===== src/rtl/aes_subbytes_seq.sv =====
// Sequential AES SubBytes: streams 16 state bytes through an external 1-cycle S-box.
// Define AES_SUBBYTES_SHIFTROWS_EN to fold ShiftRows into the byte issue order.
module aes_subbytes_seq (
  input  logic         clk,
  input  logic         reset,
  input  logic         in_valid,
  output logic         in_ready,
  input  logic [127:0] in_data,
  output logic [7:0]   sbox_a,
  input  logic [7:0]   sbox_q,
  output logic         out_valid,
  input  logic         out_ready,
  output logic [127:0] out_data,
  output logic         busy
);

  typedef enum logic [1:0] {IDLE, RUN, DRAIN, DONE} state_t;

  state_t      r_state;
  state_t      w_state_next;
  logic [3:0]  r_cnt;
  logic [7:0]  r_in  [16];
  logic [7:0]  r_res [16];
  logic [3:0]  w_src [16];
  logic        w_load;
  logic        w_cap;
  logic [3:0]  w_cap_idx;

  genvar gi;
  generate
    for (gi = 0; gi < 16; gi++) begin : g_bytes
`ifdef AES_SUBBYTES_SHIFTROWS_EN
      // Result byte (r+4c) is sourced from input byte (r+4((c+r) mod 4)).
      assign w_src[gi] = 4'((gi % 4) + 4 * (((gi / 4) + (gi % 4)) % 4));
`else
      assign w_src[gi] = 4'(gi);
`endif
      assign out_data[127-8*gi -: 8] = r_res[gi];
    end
  endgenerate

  always_comb begin
    w_state_next = r_state;
    in_ready     = 1'b0;
    sbox_a       = 8'h00;
    w_load       = 1'b0;
    w_cap        = 1'b0;
    w_cap_idx    = r_cnt - 4'd1;
    case (r_state)
      IDLE: begin
        in_ready = 1'b1;
        if (in_valid) begin
          w_load       = 1'b1;
          w_state_next = RUN;
        end
      end
      RUN: begin
        sbox_a = r_in[w_src[r_cnt]];
        // The S-box answer for the previous issue arrives now.
        w_cap  = (r_cnt != 4'd0);
        if (r_cnt == 4'd15) w_state_next = DRAIN;
      end
      DRAIN: begin
        w_cap        = 1'b1;
        w_cap_idx    = 4'd15;
        w_state_next = DONE;
      end
      DONE: begin
        if (out_ready) w_state_next = IDLE;
      end
      default: w_state_next = IDLE;
    endcase
  end

  assign out_valid = (r_state == DONE);
  assign busy      = (r_state != IDLE);

  always_ff @(posedge clk or posedge reset) begin
    if (reset) begin
      r_state <= IDLE;
      r_cnt   <= 4'd0;
      for (int i = 0; i < 16; i++) begin
        r_in[i]  <= 8'h00;
        r_res[i] <= 8'h00;
      end
    end else begin
      r_state <= w_state_next;
      if (w_load) begin
        r_cnt <= 4'd0;
        for (int i = 0; i < 16; i++) r_in[i] <= in_data[127-8*i -: 8];
      end else if (r_state == RUN && r_cnt != 4'd15) begin
        r_cnt <= r_cnt + 4'd1;
      end
      if (w_cap) r_res[w_cap_idx] <= sbox_q;
    end
  end

endmodule


===== config.mk =====
export PLATFORM = sky130hd
export DESIGN_NAME = aes_subbytes_seq
export DESIGN_NICKNAME = d
export VERILOG_FILES = /design/src/rtl/aes_subbytes_seq.sv
export SDC_FILE = /design/constraint.sdc
export NUM_CORES = 1
export LEC_CHECK = 0
export CAP_MARGIN = 20
export CORE_ASPECT_RATIO = 1.5
export CORE_MARGIN = 8
export CORE_UTILIZATION = 50
export DETAILED_ROUTE_END_ITERATION = 8
export DONT_BUFFER_PORTS = 1
export GPL_TIMING_DRIVEN = 0
export HOLD_SLACK_MARGIN = 0.08
export SYNTH_ARGS = -nofsm -noshare
export SYNTH_HDL_FRONTEND = slang
export SYNTH_SLANG_ARGS = --single-unit

===== constraint.sdc =====
create_clock -name clk -period 10.05 [get_ports clk]
set_input_delay 2.01 -clock clk [delete_from_list [all_inputs] [get_ports clk]]
set_output_delay 2.01 -clock clk [all_outputs]
set_load 0.01 [all_outputs]

-- After elaboration in Yosys (flattened, before gate mapping)
Memory sizes are Yosys's and may differ from the RTL's.
Index checks and enable logic that the tools add are counted.
- add/subtract/negate cells: 2
- $lt $le $gt $ge: 4
- eq/ne operators: 8
- mux-type cells: 20
- bitwise operators: 3
- reductions and logical operators: 7
- operator list (kind ; number):
    $bwmux W128 ; 1
    $bmux W8 S4 ; 1
    $demux W8 S4 ; 1
    $mux W8 ; 4
    $mux W4 ; 5
    $ge A5 B5 Y1 const B ; 3
    $not A4 Y5 ; 3
    $pmux W2 S4 ; 1
    $mux W2 ; 3
    $lt A5 B1 Y1 const B ; 1
    $add A4 B1 Y4 const B ; 1
    $eq A2 B2 Y1 const B ; 2
    $eq A4 B4 Y1 const B ; 1
    $ne A2 B2 Y1 const B ; 2
    $ne A4 B4 Y1 const B ; 1
    $reduce_bool A2 Y1 ; 2
    $reduce_bool A4 Y1 ; 1
    $sub A4 B1 Y4 const B ; 1
    $mux W1 ; 3
    $reduce_and A3 Y1 ; 1
    $eq A2 B1 Y1 const B ; 1
    $logic_and A1 B1 Y1 ; 2
    $logic_not A2 Y1 ; 1
    $ne A2 B1 Y1 const B ; 1
    $pmux W1 S2 ; 1
- bits in registers: 262
- memory bits (read-only): 64
- bits of input ports: 140
- output and inout bits: 139
- logic and storage cells: 79
- memories kept: 1
- memories (name ; words ; width ; read ports ; clocked after memory_dff ; write ports ; line ; text):
    (no name shown) ; 16 ; 4 ; 1 ; 0 ; 0 ; 58 ; sbox_a = r_in[w_src[r_cnt]];

-- Logic depth before layout (Yosys ltp)
Gate-level depths: netlist of the first run.
- word-level depth: 9
- gate-level depth with buffers: 9

-- Least setup slack after synthesis of the first run
OpenSTA, ideal clock, no wires.
- path kind: register to output
- from: reg r_cnt[0]
- to: out sbox_a[0]
- arrival time: 1684 ps
- required time: 8040 ps
- setup slack: 6356 ps
- stages on the path, launching flop included: 6
- cell sequence: dfrtp_1 buf_4 buf_2 mux4_2 a22oi_1 o211ai_1
- cells in the longest elaborated chain, start to end: 9
- RTL lines (element ; line ; text):
    from (decl) ; 21 ; logic [3:0] r_cnt;
    from (signal assigned) ; 92 ; r_cnt <= r_cnt + 4'd1;
    $not A4 Y5 (implied by the code) ; 58 ;
    $mem_v2 Z16 W4 ; n/a ;
    $mux W4 (implied by the code) (2 in a row) ; 58 ;
    $not A4 Y5 (implied by the code) ; 58 ;
    $bmux W8 S4 ; 58 ;
    $mux W8 (implied by the code) (2 in a row) ; 58 ;
    $mux W8 ; 49 ; case (r_state)
    to (decl) ; 9 ; output logic [7:0] sbox_a,
No other way between the ends. The select of a mux whose other input is x is not followed.

-- Worst setup path after layout of the first run
Ends and elaborated chain as after synthesis.

==> flow_metrics.py, run 1 <==
metrics = {
    "timing": {
        "period_needed_ns": 4.61,
        "setup_violations": 0,
        "slew-limit-headroom_pct": 50.3,
        "fin_skew_ns": 0.0168,
        "finalHoldViolCount": 0,
        "period_share_pct": 45.9,
        "whs_ns": 0.503,
        "maxSlewViolCount": 0,
        "layout_setup_ws_ns": 5.44,
        "worst_pin_slew_ns": 0.746,
        "fmax_mhz": 217,
        "rsz0062_at_grt": "no",
    },
    "flow_run": {
        "drv_cap": 0,
    },
    "cts": {
        "clockRootBuffer": "clkbuf_16",
        "cts.hold.buffers_added": 0,
        "clk_latency_ns": 0.52,
        "post_cts_resized": 0,
        "htree_levels": 1,
        "clock-sinks": 262,
        "clk_pin_slew_ns": 0.06,
        "cts_tree": "built",
        "post_cts_buffers": 0,
        "cts_buffer_depth": 3,
        "cts-buffers-inserted": 25,
    },
    "critical_path": {
        "end_kind": "output port",
        "worst-endpoint-required_ns": 8.04,
        "cp_max_fo": 10,
        "crit_type": "register to output port",
        "worstPathArrival_ns": 2.60,
        "cp-start-kind": "register",
    },
    "floorplan": {
        "row_count": 67,
        "ios": 279,
        "dieArea_sq_mm": 0.0276,
        "die_w_um": 138,
        "core-area_sq_mm": 0.0222,
        "die_h_um": 199,
        "initial_utilization_pct": 50.5,
    },
    "final_layout": {
        "final_nets": 895,
        "layout_commonest_cell": "dfrtp_1",
        "final_cells": 1050,
        "design_area_sq_mm": 0.0125,
        "layout_common_cells": "dfrtp_1, mux2_2, clkbuf_1",
        "drive_gt1_share_pct": 46.9,
        "syn2layout_area_growth_pct": 11.4,
    },
    "power_and_ir_drop": {
        "ir_worst_vdd_v": 0.000264,
        "power_mw": 4.16,
        "leakage_nw": 5.41,
        "powerDensity_mw_per_mm2": 333,
    },
    "synth": {
        "yosys.area_share.simple_pct": 3.00,
        "synth_top_family_by_area": "multiplexers",
        "ys_seq_area_share_pct": 58.4,
        "synth.distinct_cells": 41,
        "synth_compound_area_share_pct": 3.51,
        "avgSynthCellArea_sq_um": 15.6,
        "ys_seq_elements": 262,
        "synthXorXnorAreaFrac_pct": 0.156,
        "netlist_area_sq_mm": 0.0112,
        "synth.area.mux_share_pct": 31.9,
        "ys_warn_count": 0,
        "synth_cells": 720,
        "synth_adder_area_share_pct": 0.669,
        "syn-num-nets": 866,
    },
    "global_route": {
        "grt_max_degree": 124,
        "grt.overflow.total": 0,
        "grt_pass1_wl_um": 44100,
        "grt_pass1_vias": 6973,
        "gr-usage-all-layers_pct": 20.8,
        "antenna_found_initial": 9,
    },
    "routing": {
        "wl_per_cell_um": 27.6,
        "vias": 6172,
        "ant_nets": 0,
        "drc": 0,
        "routed_wl_um": 29000,
        "dr.pass1.iters": 4,
        "via_per_inst": 5.88,
        "drt-initial-drc-count": 321,
    },
    "place": {
        "dp_hpwl_um": 22100,
        "place_congestion": 0.844,
        "dp_worst_setup_slack_ns": 5.93,
        "io_buffer_count": 0,
        "place_area_sq_mm": 0.0116,
        "dp.cells": 998,
    },
    "min_path": {
        "hp-class": "register to register",
    },
    "status": {
        "status": "completed",
    },
}
==> power by group <==
part	leakage [nW]	internal, mW	switching [mW]	total, mW
logic	1.73	0.691	0.596	1.29
clock network	0.427	0.574	0.398	0.972
registers	3.25	1.52	0.386	1.91
total	5.41	2.78	1.38	4.16
==> stage by stage <==
stage / util, % / TNS (ns)
4_1_cts: 56.2 / 0
6_report: 56.2 / 0
5_1_grt: 56.2 / 0
3_5_place_dp: 52.3 / 0
3_3_place_gp: 52.0 / -329.12
2_1_floorplan: - / 0
==> path summary, 6_finish.rpt <==
check	start	end	slack, ns	cells past startpoint
max reg2reg	r_cnt[1]	out_data[21]	6.74	8
min reg2reg	r_in[100]	r_in[100]	0.50	1
max	r_cnt[0]	sbox_a[0]	5.44	6
min	r_in[100]	r_in[100]	0.50	1
max in group asynchronous	reset	r_in[76]	7.93	2
min in group asynchronous	reset	r_in[126]	1.27	1
==> sequential cells by signal, summed over array words and instances, names as in the netlist <==
signal / cells
out_data: 128
r_in: 128
r_cnt: 4
r_state: 2
==> worst max-delay path, stage by stage (launching register included) <==
cell      delay [ns]
dfrtp_1         0.44
buf_4           0.22
buf_2           0.35
mux2i_1         0.13
a22oi_1         0.35
a22oi_1         0.17
o211ai_1        0.43
==> synthesized netlist by cell type (all sizes together) <==
library cell | n | area share, %
dfrtp | 262 | 58
mux2 | 256 | 26
mux4 | 24 | 4.8
buf | 22 | 1.2
clkbuf | 22 | 0.74
a22oi | 16 | 1.1
mux2i | 16 | 1.4
inv | 11 | 0.37
nand2 | 11 | 0.37
nand3 | 11 | 0.49
o211ai | 10 | 0.71
nor2 | 9 | 0.57
a21oi | 8 | 0.59
ha | 6 | 0.67
nand4 | 5 | 0.45
a31oi | 4 | 0.33
and2 | 4 | 0.22
nand2b | 4 | 0.22
nor2b | 4 | 0.22
o21ai | 3 | 0.13
or3b | 2 | 0.18
a211oi | 1 | 0.18
a222oi | 1 | 0.089
and2b | 1 | 0.067
nand3b | 1 | 0.067
nor3 | 1 | 0.15
o21a | 1 | 0.067
o41a | 1 | 0.19
o41ai | 1 | 0.15
xnor2 | 1 | 0.078
xor2 | 1 | 0.078
==> final cells by class <==
class | count | area [sq um]
diodes | 6 | 15.0
plain buffers | 44 | 213
clock buffers | 34 | 709
clock inverters | 12 | 146
fillers | 1802 | 9720
inverters | 11 | 48.8
multi-input cells | 403 | 4410
flip-flops and latches | 262 | 6560
well taps | 276 | 345
repair buffers | 2 | 55.1
==> cell families (layout without fill, tap and decap cells) <==
group	Yosys count	count (layout)
AOI/OAI and AO/OA	46	46
xor gates and xnor gates	2	2
adders and majority gates	6	6
buffers and inverters	55	103
DFF	262	262
muxes	296	296
other	0	6
and+or+nand+nor	53	53
==> per-layer routing <==
layer | global-route usage [%] | vias to the layer above | share of wire [%]
met5 | 0 | - | 0.13
met2 | 38.3 | 226 | 55
met1 | 21.0 | 3205 | 34
met4 | 7.43 | 6 | 3.0
met3 | 7.92 | 52 | 8.8
li1 | - | 2683 | -
Note: power is estimated with default switching activity, not from simulation.
==> inputs of run 2 (changes only) <==
clock period = 4.8 ns   (was 10.05 ns; I/O delays follow)
==> run 2 against run 1 <==
  * Setup slack lost 4.3 ns
  * Die area is the same
  * Power grew 110%
==> flow_metrics.py, run 2 (synthesis gave the netlist of run 1 again) <==
metrics = {
    "status": {
        "status": "completed",
    },
    "routing": {
        "drc": 0,
        "vias": 6218,
        "dr.pass1.iters": 4,
        "routed_wl_um": 28900,
        "drt-initial-drc-count": 253,
        "via_per_inst": 5.86,
        "wl_per_cell_um": 27.3,
        "ant_nets": 0,
    },
    "timing": {
        "fmax_mhz": 276,
        "whs_ns": 0.348,
        "period_needed_ns": 3.62,
        "slew-limit-headroom_pct": 48.4,
        "finalHoldViolCount": 0,
        "setup_violations": 0,
        "fin_skew_ns": 0.00737,
        "worst_pin_slew_ns": 0.774,
        "rsz0062_at_grt": "no",
        "layout_setup_ws_ns": 1.18,
        "maxSlewViolCount": 0,
        "period_share_pct": 75.5,
    },
    "cts": {
        "cts_tree": "built",
        "post_cts_buffers": 0,
        "cts-buffers-inserted": 26,
        "clock-sinks": 262,
        "htree_levels": 1,
        "cts.hold.buffers_added": 0,
        "post_cts_resized": 0,
        "cts_buffer_depth": 3,
        "clockRootBuffer": "clkbuf_16",
        "clk_pin_slew_ns": 0.06,
        "clk_latency_ns": 0.52,
    },
    "flow_run": {
        "drv_cap": 0,
    },
    "min_path": {
        "hp-class": "input pin to async pin",
    },
    "final_layout": {
        "final_nets": 901,
        "syn2layout_area_growth_pct": 12.2,
        "utilization_pct": 56.7,
        "nFillCells": 1777,
        "final_cells": 1061,
        "layout_commonest_cell": "dfrtp_1",
        "drive_gt1_share_pct": 47.1,
        "design_area_sq_mm": 0.0126,
        "layout_common_cells": "dfrtp_1, mux2_2, clkbuf_1",
    },
    "global_route": {
        "grt_max_degree": 46,
        "gr-usage-all-layers_pct": 20.7,
        "grt.overflow.total": 0,
        "grt_pass1_vias": 7094,
        "antenna_found_initial": 11,
        "grt_pass1_wl_um": 44500,
    },
    "power_and_ir_drop": {
        "powerDensity_mw_per_mm2": 690,
        "leakage_nw": 5.44,
        "ir_worst_vdd_v": 0.000427,
    },
    "place": {
        "io_buffer_count": 0,
        "dp_worst_setup_slack_ns": 1.42,
        "dp_hpwl_um": 22600,
        "place_congestion": 0.838,
        "dp.cells": 1003,
        "place_area_sq_mm": 0.0117,
    },
    "critical_path": {
        "cp-start-kind": "register",
        "worstPathArrival_ns": 2.66,
        "crit_type": "register to output port",
        "worstRegToRegCells": 8,
        "end_kind": "output port",
        "cp_max_fo": 10,
        "worst-endpoint-required_ns": 3.84,
    },
    "floorplan": {
        "die_w_um": 138,
        "die_h_um": 199,
        "core-area_sq_mm": 0.0222,
        "row_count": 67,
        "ios": 279,
        "initial_utilization_pct": 50.5,
        "dieArea_sq_mm": 0.0276,
    },
}
[run 2: cell count changes in the layout (fill, tap and decap cells not counted)]
| cell | previous run | this run |
|---|---|---|
| clkinvlp_4 | 0 | 4 |
| buf_16 | 2 | 0 |
| clkinv_2 | 6 | 5 |
| buf_12 | 0 | 7 |
| diode_2 | 6 | 10 |
| inv_6 | 1 | 0 |
| clkbuf_1 | 26 | 28 |
| clkbuf_16 | 25 | 27 |
| bufinv_16 | 3 | 1 |
| clkinv_4 | 2 | 0 |
[run 2: metrics by stage]
stage	total power, mW	setup TNS [ns]
6_report	8.68	0
5_1_grt	9.18	0
4_1_cts	8.80	0
3_5_place_dp	6.78	0
3_3_place_gp	6.61	-175.86
2_1_floorplan	5.95	0
[run 2: area by class of cell]
cell class	count	area (sq um)	area share, %
Clock inverter	10	88.8	0.706
Antenna cell	10	25.0	0.199
Timing Repair Buffer	7	140	1.11
Tap cell	276	345	2.74
Buffer	44	213	1.69
Clock buffer	38	767	6.09
Sequential cell	262	6560	52.1
Inverter	11	45.0	0.358
Multi-Input combinational cell	403	4410	35.0
[run 2: metal layers]
layer / vias to the layer above / routed length [um] / track usage, % / share of wire, %
li1: 2696 / - / - / -
met2: 236 / 16100 / 38.8 / 56
met3: 55 / 2430 / 7.28 / 8.4
met4: 4 / 889 / 8.00 / 3.1
met5: - / 26 / 0 / 0.090
met1: 3227 / 9520 / 20.6 / 33
[run 2: worst max-delay path, stage by stage (launching register included)]
cell and delay [ns]:
dfrtp_1 0.43, buf_4 0.21, buf_2 0.36, mux2i_1 0.13, a22oi_1 0.40, a22oi_1 0.18, o211ai_1 0.41
[run 2: where the power goes]
group | internal [mW] | total (mW) | switching [mW]
logic | 1.45 | 2.69 | 1.24
clock network | 1.17 | 2.00 | 0.838
registers | 3.18 | 3.99 | 0.804
total | 5.80 | 8.68 | 2.88
[run 2: path summary, 6_finish.rpt]
path	from	to	slack [ns]
hold reg to reg	r_in[103]	r_in[103]	0.50
hold / removal	reset	r_in[43]	0.35
setup reg to reg	r_cnt[1]	out_data[38]	1.48
min in group clk	r_in[103]	r_in[103]	0.50
max in group asynchronous	reset	r_in[82]	3.17
setup / recovery	r_cnt[0]	sbox_a[4]	1.18
